==> src/rtl/axi_mem_arbiter.sv <==
// Two-master AXI-lite arbiter: I (fetch, read-only) and D (load/store) share one memory port, 1-cycle arbitration.
// Channels are routed combinationally from state; memory or master stalls hold the current state indefinitely.
module axi_mem_arbiter #(
   parameter int unsigned MAX_D_STREAK = 4
) (
   input  logic        clk,
   input  logic        rst,
   input  logic [31:0] i_araddr,
   input  logic        i_arvalid,
   output logic        i_arready,
   output logic [31:0] i_rdata,
   output logic        i_rvalid,
   input  logic        i_rready,
   input  logic [31:0] d_araddr,
   input  logic        d_arvalid,
   output logic        d_arready,
   output logic [31:0] d_rdata,
   output logic        d_rvalid,
   input  logic        d_rready,
   input  logic [31:0] d_awaddr,
   input  logic        d_awvalid,
   output logic        d_awready,
   input  logic [31:0] d_wdata,
   input  logic [3:0]  d_wstrb,
   input  logic        d_wvalid,
   output logic        d_wready,
   output logic [1:0]  d_bresp,
   output logic        d_bvalid,
   input  logic        d_bready,
   output logic [31:0] m_araddr,
   output logic        m_arvalid,
   input  logic        m_arready,
   input  logic [31:0] m_rdata,
   input  logic        m_rvalid,
   output logic        m_rready,
   output logic [31:0] m_awaddr,
   output logic        m_awvalid,
   input  logic        m_awready,
   output logic [31:0] m_wdata,
   output logic [3:0]  m_wstrb,
   output logic        m_wvalid,
   input  logic        m_wready,
   input  logic [1:0]  m_bresp,
   input  logic        m_bvalid,
   output logic        m_bready,
   output logic [1:0]  grant
);

   typedef enum logic [2:0] {IDLE, I_AR, I_R, D_AR, D_R, D_WR, D_B} state_t;

   localparam logic [3:0] STREAK_LIM = 4'(MAX_D_STREAK);

   state_t     state, state_nxt;
   logic [3:0] streak, streak_nxt;
   logic       aw_done, aw_done_nxt;
   logic       w_done, w_done_nxt;
   logic       d_req;
   logic       aw_fin, w_fin;

   always_ff @(posedge clk or posedge rst) begin
      if (rst) begin
         state   <= IDLE;
         streak  <= 4'd0;
         aw_done <= 1'b0;
         w_done  <= 1'b0;
      end else begin
         state   <= state_nxt;
         streak  <= streak_nxt;
         aw_done <= aw_done_nxt;
         w_done  <= w_done_nxt;
      end
   end

   assign d_req = d_arvalid | d_awvalid | d_wvalid;

   always_comb begin
      state_nxt   = state;
      streak_nxt  = streak;
      aw_done_nxt = aw_done;
      w_done_nxt  = w_done;
      aw_fin      = 1'b0;
      w_fin       = 1'b0;
      grant       = 2'b00;
      i_arready   = 1'b0;
      i_rdata     = 32'd0;
      i_rvalid    = 1'b0;
      d_arready   = 1'b0;
      d_rdata     = 32'd0;
      d_rvalid    = 1'b0;
      d_awready   = 1'b0;
      d_wready    = 1'b0;
      d_bresp     = 2'b00;
      d_bvalid    = 1'b0;
      m_araddr    = 32'd0;
      m_arvalid   = 1'b0;
      m_rready    = 1'b0;
      m_awaddr    = 32'd0;
      m_awvalid   = 1'b0;
      m_wdata     = 32'd0;
      m_wstrb     = 4'd0;
      m_wvalid    = 1'b0;
      m_bready    = 1'b0;

      case (state)
         IDLE: begin
            // D wins unless it has already taken STREAK_LIM grants while I waited
            if (d_req && ((streak < STREAK_LIM) || !i_arvalid)) begin
               state_nxt = (d_awvalid || d_wvalid) ? D_WR : D_AR;
               if (!i_arvalid)
                  streak_nxt = 4'd0;
               else if (streak != 4'hF)
                  streak_nxt = streak + 4'd1;
            end else if (i_arvalid) begin
               state_nxt  = I_AR;
               streak_nxt = 4'd0;
            end
         end
         I_AR: begin
            grant     = 2'b01;
            m_araddr  = i_araddr;
            m_arvalid = i_arvalid;
            i_arready = m_arready;
            if (i_arvalid && m_arready)
               state_nxt = I_R;
         end
         I_R: begin
            grant    = 2'b01;
            i_rdata  = m_rdata;
            i_rvalid = m_rvalid;
            m_rready = i_rready;
            if (m_rvalid && i_rready)
               state_nxt = IDLE;
         end
         D_AR: begin
            grant     = 2'b10;
            m_araddr  = d_araddr;
            m_arvalid = d_arvalid;
            d_arready = m_arready;
            if (d_arvalid && m_arready)
               state_nxt = D_R;
         end
         D_R: begin
            grant    = 2'b10;
            d_rdata  = m_rdata;
            d_rvalid = m_rvalid;
            m_rready = d_rready;
            if (m_rvalid && d_rready)
               state_nxt = IDLE;
         end
         D_WR: begin
            grant     = 2'b11;
            m_awaddr  = d_awaddr;
            m_awvalid = d_awvalid & ~aw_done;
            d_awready = m_awready & ~aw_done;
            m_wdata   = d_wdata;
            m_wstrb   = d_wstrb;
            m_wvalid  = d_wvalid & ~w_done;
            d_wready  = m_wready & ~w_done;
            aw_fin    = aw_done | (d_awvalid & m_awready);
            w_fin     = w_done | (d_wvalid & m_wready);
            if (aw_fin && w_fin) begin
               aw_done_nxt = 1'b0;
               w_done_nxt  = 1'b0;
               state_nxt   = D_B;
            end else begin
               aw_done_nxt = aw_fin;
               w_done_nxt  = w_fin;
            end
         end
         D_B: begin
            grant    = 2'b11;
            d_bresp  = m_bresp;
            d_bvalid = m_bvalid;
            m_bready = d_bready;
            if (m_bvalid && d_bready)
               state_nxt = IDLE;
         end
         default: state_nxt = IDLE;
      endcase
   end

endmodule
==> config.mk <==
export PLATFORM = sky130hd
export DESIGN_NAME = axi_mem_arbiter
export DESIGN_NICKNAME = d
export VERILOG_FILES = /design/src/rtl/axi_mem_arbiter.sv
export SDC_FILE = /design/constraint.sdc
export NUM_CORES = 1
export LEC_CHECK = 0
export BUFFER_PORTS_ARGS = -buffer_cell sky130_fd_sc_hd__clkbuf_2
export CELL_PAD_IN_SITES_DETAIL_PLACEMENT = 1
export CELL_PAD_IN_SITES_GLOBAL_PLACEMENT = 1
export CORE_AREA = 2 2 138 140
export CTS_CLUSTER_SIZE = 20
export DETAILED_ROUTE_END_ITERATION = 10
export DIE_AREA = 0 0 140 142
export PLACE_DENSITY_LB_ADDON = 0.15
export SYNTH_ARGS = -nofsm -noshare
export SYNTH_HDL_FRONTEND = slang
export SYNTH_SLANG_ARGS = --single-unit
==> constraint.sdc <==
create_clock -name clk -period 1.5 [get_ports clk]
set_input_delay 0.15 -clock clk [delete_from_list [all_inputs] [get_ports clk]]
set_output_delay 0.15 -clock clk [all_outputs]
set_load 0.01 [all_outputs]
# Yosys cells after proc, flatten, opt, wreduce, memory -nomap -nowiden
# Index checks and enable logic that the tools add are counted.
# totals
reg_bits	9
output_inout_bits	180
# op_classes
add_sub_neg	1
order_cmp	1
n_eq_ne	15
mux	36
n_bitwise	12
reduce_logical	17
# op_table
op	n
$mux 32	4
$pmux 32 s2	1
$mux 3	9
$pmux 3 s7	1
$mux 4	5
$mux 1	12
$ne 2x2->1 const B	6
$eq 3x3->1 const B	3
$logic_and 1x1->1	7
$reduce_and 7->1	1
$and 1x1->1	6
$eq 3x2->1 const B	2
$pmux 2 s3	1
$reduce_or 2->1	3
$add 4x1->4 const B	1
$lt 4x3->1 const B	1
$ne 4x4->1 const B	1
$or 1x1->1	4
$pmux 1 s2	2
$eq 3x1->1 const B	1
$logic_not 3->1	1
$ne 3x2->1 const B	1
$ne 3x3->1 const B	1
$reduce_and 3->1	1
other kinds (5)	7

# Depth between registers and ports, before layout
# Gate-level depths: netlist of run 1.
# logic_depth
word_depth	5
mapped_depth	6
ltp_nobuf	4

# Worst setup path after synthesis of run 1
# No wires, ideal clock.
# synth_path
path_kind	reg-to-output
startpoint	register state[0]
endpoint	output i_rdata[10]
arrival_time_ns	1.178
required_time_ns	1.350
setup_slack_ns	0.172
stages_incl_launch_ff	6
n_path_buf	2
cell_sequence	dfrtp_1 buf_4 nor2b_4 and2b_1 buf_2 and2_1
# synth_between
elab_chain_cells	2
# synth_rtl
element	line_no	text
start, declared	53	state_t state, state_nxt;
start signal, assigned	67	state <= state_nxt;
$eq 3x2->1	104	case (state)
$mux 32	104	
end, declared	11	output logic [31:0] i_rdata,
# Every way passes these cells.

# Worst setup path in the final report of run 1
# layout_path
startpoint	register state[1]
endpoint	output d_rdata[10]
# layout_between
elab_chain_cells	2
# layout_rtl
element	line_no	text
$eq 3x3->1	104	
$mux 32	104	
end, declared	17	output logic [31:0] d_rdata,
# Every way passes these cells.

==> reports/results.ini, run 1 <==
[route]
wl_per_cell_microns=17.86
drc=25
postRouteAntennaNets=0
drtPass1Iterations=7
vias=3926
drt_iter0_markers=160
vias_per_cell=4.212
wl_microns=16640

[synthesis]
ys_warn_count=0
netlist_area_sq_mm=0.002151
syn_nets=494
yosys.area_share.simple_pct=55.09
synth_flop_cell=dfrtp_1
ys_types=39
async_flop_share_pct=100.0
synth_area_leaders=and3_1 (31%), mux2i_1 (16%), and2_1 (10%), dfrtp_1 (10%), nor2_1 (5.9%)
synth_cells=313
synthAdderAreaFrac_pct=0.5817
syn_avg_cell_area_sq_um=6.872
synth_xor_area_share_pct=0.4072
synth_most_common_cell=and3_1
synth_edf_count=0
synth_top_family_by_area=simple AND/OR/NAND/NOR gates
seq_area_frac_synth_pct=10.47
synthMuxAreaShare_pct=16.52
synthTopCellsByCount=and3_1 (106), and2_1 (36), mux2i_1 (34), nor2_1 (34), clkbuf_1 (21)
yosysTopAreaCell=and3_1
synth_compound_area_share_pct=8.028
yosys_register_bits=9
netlist.area_leader.share_pct=30.83

[setup_path]
start_kind=register
critPathMaxFanout=10
worstPathArrival_ns=1.56
worstSetupPathType=register to primary output
required_ns=1.35
cp-end-kind=primary output

[final_layout]
design_area_sq_mm=0.005400
areaGrowthSynthToFinish_pct=151.1
fin_util_pct=29.26
num_antenna_cells=0
nNetsFinal=880
final_layout_size_suffix_gt1_share_pct=68.05

[global_route]
antenna_found_initial=0
grt_use_total_pct=13.45
grt_pass1_wl_microns=21820
grt_max_degree=71
first_global_vias=4025
overflow=0

[floorplanning]
core_sq_mm=0.01846
ioPinCount=360
initial_core_util_pct=11.65
die_w_microns=140
rows=50
dieArea_sq_mm=0.01988
die_height_microns=142

[clock_tree]
cts_inserted_buffers=3
cts_tree=built
htreeDepth=1
root_buffer=clkbuf_16
clock-sinks=9
clk_latency_ns=0.23
cts_max_path_buffers=2
clk_pin_slew_worst_paths_ns=0.04

[placed_design]
pre_cts_ws_ns=-0.06428
port_buffers=359
place_area_sq_mm=0.004273
gp_congestion=0.7648
post-dp-hpwl_microns=11960

[timing]
finalSetupTns_ns=-22.88
setup_viol=181
period_share_pct=114.2
skew_ns=0.0006967
period_needed_ns=1.713
hold_viol=0
maxSlewHeadroom_pct=73.88
worst_pin_slew_ns=0.3913
rsz0062_at_grt=true
slew_violations=0
fmax_mhz=583.9
layout_setup_ws_ns=-0.2126

[outcome]
status=complete, but fails checks
violations=design-rule violations, negative setup slack

[power]
peakVddDrop_v=0.0005305
p_per_area_mw_per_mm2=1624
power_mw=8.768
leakage_nw=3.344

[flow_run]
max_cap_viol_count=0

[worst_hold_path]
hp-class=primary input to register

[worst max-delay path, stage by stage, from the launching register on]
cell and delay (ns):
dfrtp_2 0.46, buf_4 0.16, nor2_4 0.11, buf_12 0.14, clkbuf_16 0.15, and3_1 0.16
buf_2 0.13
[cell families after synthesis]
logic type / after synthesis
flip-flops: 9
XOR/XNOR: 1
buffers and inverters: 40
multiplexers: 35
AND/OR/NAND/NOR: 201
AO/OA/AOI/OAI: 26
adder cells (fa/ha/maj): 1
[metal layers]
metal | global-route usage [%] | part of all wire (%) | vias up | routed length, microns
li1 | - | - | 1873 | -
met1 | 14.61 | 37 | 1811 | 6213
met2 | 26.70 | 54 | 230 | 8930
met3 | 3.600 | 8.3 | 12 | 1380
met4 | 1.648 | 0.70 | 0 | 116
met5 | 0 | 0 | - | 0
[state kept, by name, indices dropped and copies added (netlist names)]
name,count
streak,4
state,3
aw_done,1
w_done,1
[what timing repair did]
action,CTS,global route
buffers inserted,10,14
pin swaps,1,16
hold buffers,1,0
gates resized for setup,19,187
endpoints found under the setup margin,180,186
gates cloned,2,14
endpoints found under the hold margin,9,0
[layout make-up]
cell class,count,area [sq um]
multi-input combinational,264,1962
tap,234,292.8
inverter,3,11.26
clock buffer,4,78.83
timing repair buffer,418,2826
fill,2298,13060
sequential,9,229.0
[where the power goes]
group	leakage (nW)	switching (mW)	internal, mW
clock	0.0382	0.117	0.355
combinational	3.19	3.71	4.08
sequential	0.113	0.153	0.351
total	3.34	3.98	4.79
[through the flow]
stage / hold WS (ns) / cells
4_1_cts: 0.2479 / 904
2_1_floorplan: -0.02208 / 313
6_report: 0.2487 / 932
3_3_place_gp: 0.1335 / 887
5_1_grt: 0.2808 / 932
3_5_place_dp: 0.1346 / 887
[worst paths after layout]
path / startpoint / end / depth (start not counted) / slack (ns)
min reg2reg: streak[0] / streak[0] / 1 / 0.49
max reg2reg: state[1] / state[1] / 6 / -0.16
min: i_arvalid / streak[2] / 3 / 0.25
max: state[1] / d_rdata[10] / 6 / -0.21
max in group asynchronous: rst / state[2] / 3 / 0.76
min in group asynchronous: rst / w_done / 3 / 0.43
[cells in the final DEF, fill, tap and decap left out, types with 3 or more instances in the layout]
cell type / n
dfrtp_2: 3
a21o_1: 3
clkbuf_16: 12
nor2_1: 33
inv_1: 3
mux2i_1: 32
and3b_1: 4
clkbuf_2: 255
buf_2: 70
a21oi_1: 7
buf_12: 10
buf_6: 38
nand3_1: 3
nand2_1: 6
nor2b_4: 3
and2_1: 33
dfrtp_1: 6
buf_8: 3
and3_4: 29
and2_4: 3
buf_4: 29
and3_1: 77
No activity file was read; power rests on OpenSTA's default activity.
==> inputs of run 2 (changes only) <==
--- a/config.mk
+++ b/config.mk
@@ -5,13 +5,15 @@
 export SDC_FILE = /design/constraint.sdc
 export NUM_CORES = 1
 export LEC_CHECK = 0
+export ABC_AREA = 1
 export BUFFER_PORTS_ARGS = -buffer_cell sky130_fd_sc_hd__clkbuf_2
 export CELL_PAD_IN_SITES_DETAIL_PLACEMENT = 1
 export CELL_PAD_IN_SITES_GLOBAL_PLACEMENT = 1
-export CORE_AREA = 2 2 138 140
+export CORE_AREA = 2 2 141 143
 export CTS_CLUSTER_SIZE = 20
 export DETAILED_ROUTE_END_ITERATION = 10
-export DIE_AREA = 0 0 140 142
+export DIE_AREA = 0 0 143 145
+export HOLD_SLACK_MARGIN = 0.06
 export PLACE_DENSITY_LB_ADDON = 0.15
 export SYNTH_ARGS = -nofsm -noshare
 export SYNTH_HDL_FRONTEND = slang
==> constraint.sdc (replaced) <==
create_clock -name clk -period 1.5 [get_ports clk]
set_input_delay 0.15 -clock clk [delete_from_list [all_inputs] [get_ports clk]]
set_output_delay 0.15 -clock clk [all_outputs]
set_load 0.05 [all_outputs]
==> run 2 against run 1 <==
  * The flow finishes with violations (negative setup slack)
  * Flip-flop and latch count unchanged
  * Synthesized cell count increased by 49%
  * Highest routed layer unchanged
  * Fmax decreased by 3.0%
  * Sequential power decreased by 14%
  * Worst setup slack got worse by 0.052 ns
  * Clock skew increased by 0.0048 ns
  * Non-clock buffer count decreased by 7
  * Largest power group unchanged
  * Largest cell class unchanged
  * Via count increased by 8.4%
  * Routed wire length increased by 1.2%
==> reports/results.ini, run 2 <==
[outcome]
status=complete, but fails checks
violations=negative setup slack

[floorplanning]
die_w_microns=143  ; +2.1%
die_height_microns=145  ; +2.1%
rows=51  ; +2.0%
core_sq_mm=0.01921  ; +4.1%
dieArea_sq_mm=0.02074  ; +4.3%
ioPinCount=360  ; unchanged
initial_core_util_pct=10.86  ; -0.80 points

[clock_tree]
cts_max_path_buffers=2  ; unchanged
htreeDepth=1  ; unchanged
clk_pin_slew_worst_paths_ns=0.04  ; about the same
root_buffer=clkbuf_16
cts_inserted_buffers=3  ; unchanged
cts_tree=built
clock-sinks=9  ; unchanged
clk_latency_ns=0.24  ; about the same

[final_layout]
nNetsFinal=1043  ; +19%
final_cell_mix=clkbuf_2 (179), inv_1 (150), nor2_4 (114)
largest_reg_flops=4  ; unchanged
final_layout_size_suffix_gt1_share_pct=69.69  ; +1.6 points
design_area_sq_mm=0.008417  ; +56%
num_antenna_cells=0  ; unchanged
layout_commonest_cell=clkbuf_2
fin_util_pct=43.82  ; +15 points
areaGrowthSynthToFinish_pct=303.5
regMostFlops=streak
largestRegisters=streak x4, state x3
final-instance-count-excl-fill=1126  ; +21%

[setup_path]
cp-end-kind=primary output
critPathMaxFanout=14  ; +4
cpPeakStageDelay_ns=0.40  ; -0.06 ns
path_cells=buf_6, nand2_4, nor2_4, inv_8, buf_12, nor2_4, buf_12
required_ns=1.35  ; about the same
crit_path_top_delay_cell=dfrtp_1
start_kind=register
worstSetupPathType=register to primary output
worstPathArrival_ns=1.61  ; +0.05 ns

[timing]
fmax_mhz=566.6  ; -3.0%
worst_pin_slew_ns=0.3846  ; -0.006710 ns
hold_viol=0  ; unchanged
skew_ns=0.005471  ; +0.004775 ns
period_share_pct=117.7  ; +3.5 points
layout_setup_ws_ns=-0.2649  ; -0.05226 ns
maxSlewHeadroom_pct=74.33  ; +0.45 points
setup_viol=183  ; +1.1%
slew_violations=0  ; unchanged
rsz0062_at_grt=true
finalSetupTns_ns=-34.94  ; -12.06 ns
period_needed_ns=1.765  ; +0.05226 ns

[global_route]
met1_usage_pct=15.78  ; +1.2 points
first_global_vias=4618  ; +15%
top_usage_layer=met2
use_met2_pct=30.55  ; +3.8 points
antenna_found_initial=0  ; unchanged
grt_pass1_wl_microns=24940  ; +14%
use_met3_pct=4.224  ; +0.62 points
overflow=0  ; unchanged
grt_use_total_pct=15.31  ; +1.9 points
grt_max_degree=25  ; -65%

[flow_run]
max_cap_viol_count=0  ; unchanged

[route]
postRouteAntennaNets=0  ; unchanged
vias_per_cell=3.779  ; -10%
vias=4255  ; +8.4%
wl_microns=16850  ; +1.2%
drc=0  ; -100%
wl_per_cell_microns=14.96  ; -16%
drt_iter0_markers=82  ; -49%
drtPass1Iterations=4  ; -3

[power]
p_per_area_mw_per_mm2=1687  ; +3.9%
peakVddDrop_v=0.0007725  ; +46%
leakage_nw=4.269  ; +28%

[synthesis]
async_flop_share_pct=100.0  ; unchanged
yosys_register_bits=9  ; unchanged
seq_area_frac_synth_pct=10.80  ; +0.33 points
ys_warn_count=0  ; unchanged
synth_cells=467  ; +49%
yosysTopAreaCell=inv_1
synth_flop_cell=dfrtp_1
synth_edf_count=0  ; unchanged
netlist.area_leader.share_pct=27.35  ; -3.5 points
netlist_area_sq_mm=0.002086  ; -3.0%
syn_avg_cell_area_sq_um=4.466  ; -35%
syn_nets=648  ; +31%
synth_area_leaders=inv_1 (27%), nor2_1 (27%), nand2_1 (12%), dfrtp_1 (11%), o21ai_0 (8.4%)
synthTopCellsByCount=inv_1 (152), nor2_1 (152), nand2_1 (68)
ys_types=20  ; -49%

[placed_design]
gp_congestion=0.7728  ; +1.0%
place_area_sq_mm=0.006787  ; +59%
port_buffers=359  ; unchanged
pre_cts_ws_ns=-0.09392  ; -0.02964 ns
post-dp-hpwl_microns=13610  ; +14%
numPlacedInstances=1102  ; +24%

[worst_hold_path]
hp-class=primary input to register

==> run 2: changes by cell type in the layout (fill, tap and decap cells not counted), sizes merged, moves of 33 or more <==
cell | before | now
mux2i | 34 | 1
inv | 3 | 155
and2 | 36 | 0
nand2 | 6 | 69
nor2 | 35 | 154
and3 | 106 | 0
==> run 2: metrics by stage <==
| step | total power, mW | hold slack, ns |
|---|---|---|
| 2_1_floorplan | 7.064 | -0.02208 |
| 3_3_place_gp | 11.38 | 0.1335 |
| 3_5_place_dp | 11.39 | 0.1396 |
| 4_1_cts | 13.62 | 0.2392 |
| 5_1_grt | 14.83 | 0.2789 |
| 6_report | 14.20 | 0.2278 |
==> run 2: critical path: cells and delay by family (launching register included) <==
kind | cells | cell delay, ns
AND/OR/NAND/NOR | 3 | 0.39
flip-flops | 1 | 0.40
buffers and inverters | 4 | 0.57
==> run 2: cell type report <==
class / count / area [sq um]
Clock buffer: 3 / 75.07
Multi-Input combinational cell: 281 / 2542
Inverter: 156 / 603.1
Timing Repair Buffer: 411 / 4633
Fill cell: 2196 / 10790
Tap cell: 265 / 331.6
Clock inverter: 1 / 5.005
Sequential cell: 9 / 226.5
==> run 2: what timing repair did <==
action                                  in CTS  in global routing
pin swaps                                    1                  7
buffers inserted                             7                  3
cloned                                       4                  5
endpoints found under the hold margin        9                  0
endpoints found under the setup margin     180                185
hold buffers                                 1                  0
gates resized for setup                    252                 64
==> run 2: kinds of logic (layout without fill, tap and decap cells) <==
kind of cell	Yosys count	after routing	share of synthesized area (%)
muxes	1	1	0.4799
and+or+nand+nor	238	238	44.63
adders and majority gates	1	1	0.5998
DFF	9	9	10.80
xor gates and xnor gates	1	1	0.4200
buffers and inverters	177	571	33.23
AOI/OAI and AO/OA	40	40	9.838
==> run 2: power by group <==
part	total, mW	switching (mW)	internal (mW)
clock network	0.477	0.125	0.352
registers	0.435	0.0936	0.341
logic	13.3	7.61	5.68
==> run 2: worst paths after layout <==
| path | depth (start not counted) | slack [ns] | endpoint | start |
|---|---|---|---|---|
| setup reg to reg | 11 | -0.13 | state[2] | state[0] |
| setup / recovery | 7 | -0.26 | m_wstrb[2] | state[0] |
| min in group asynchronous | 3 | 0.42 | streak[0] | rst |
| max in group asynchronous | 3 | 0.78 | state[2] | rst |
| hold reg to reg | 1 | 0.48 | streak[0] | streak[0] |
| hold / removal | 3 | 0.23 | streak[2] | i_arvalid |
==> run 2: routing by layer <==
metal  up-vias  part of all wire (%)
li1       2085                     -
met1      1928                    35
met2       227                    55
met3        15                   9.1
met4         0                   1.5
met5         -                     0
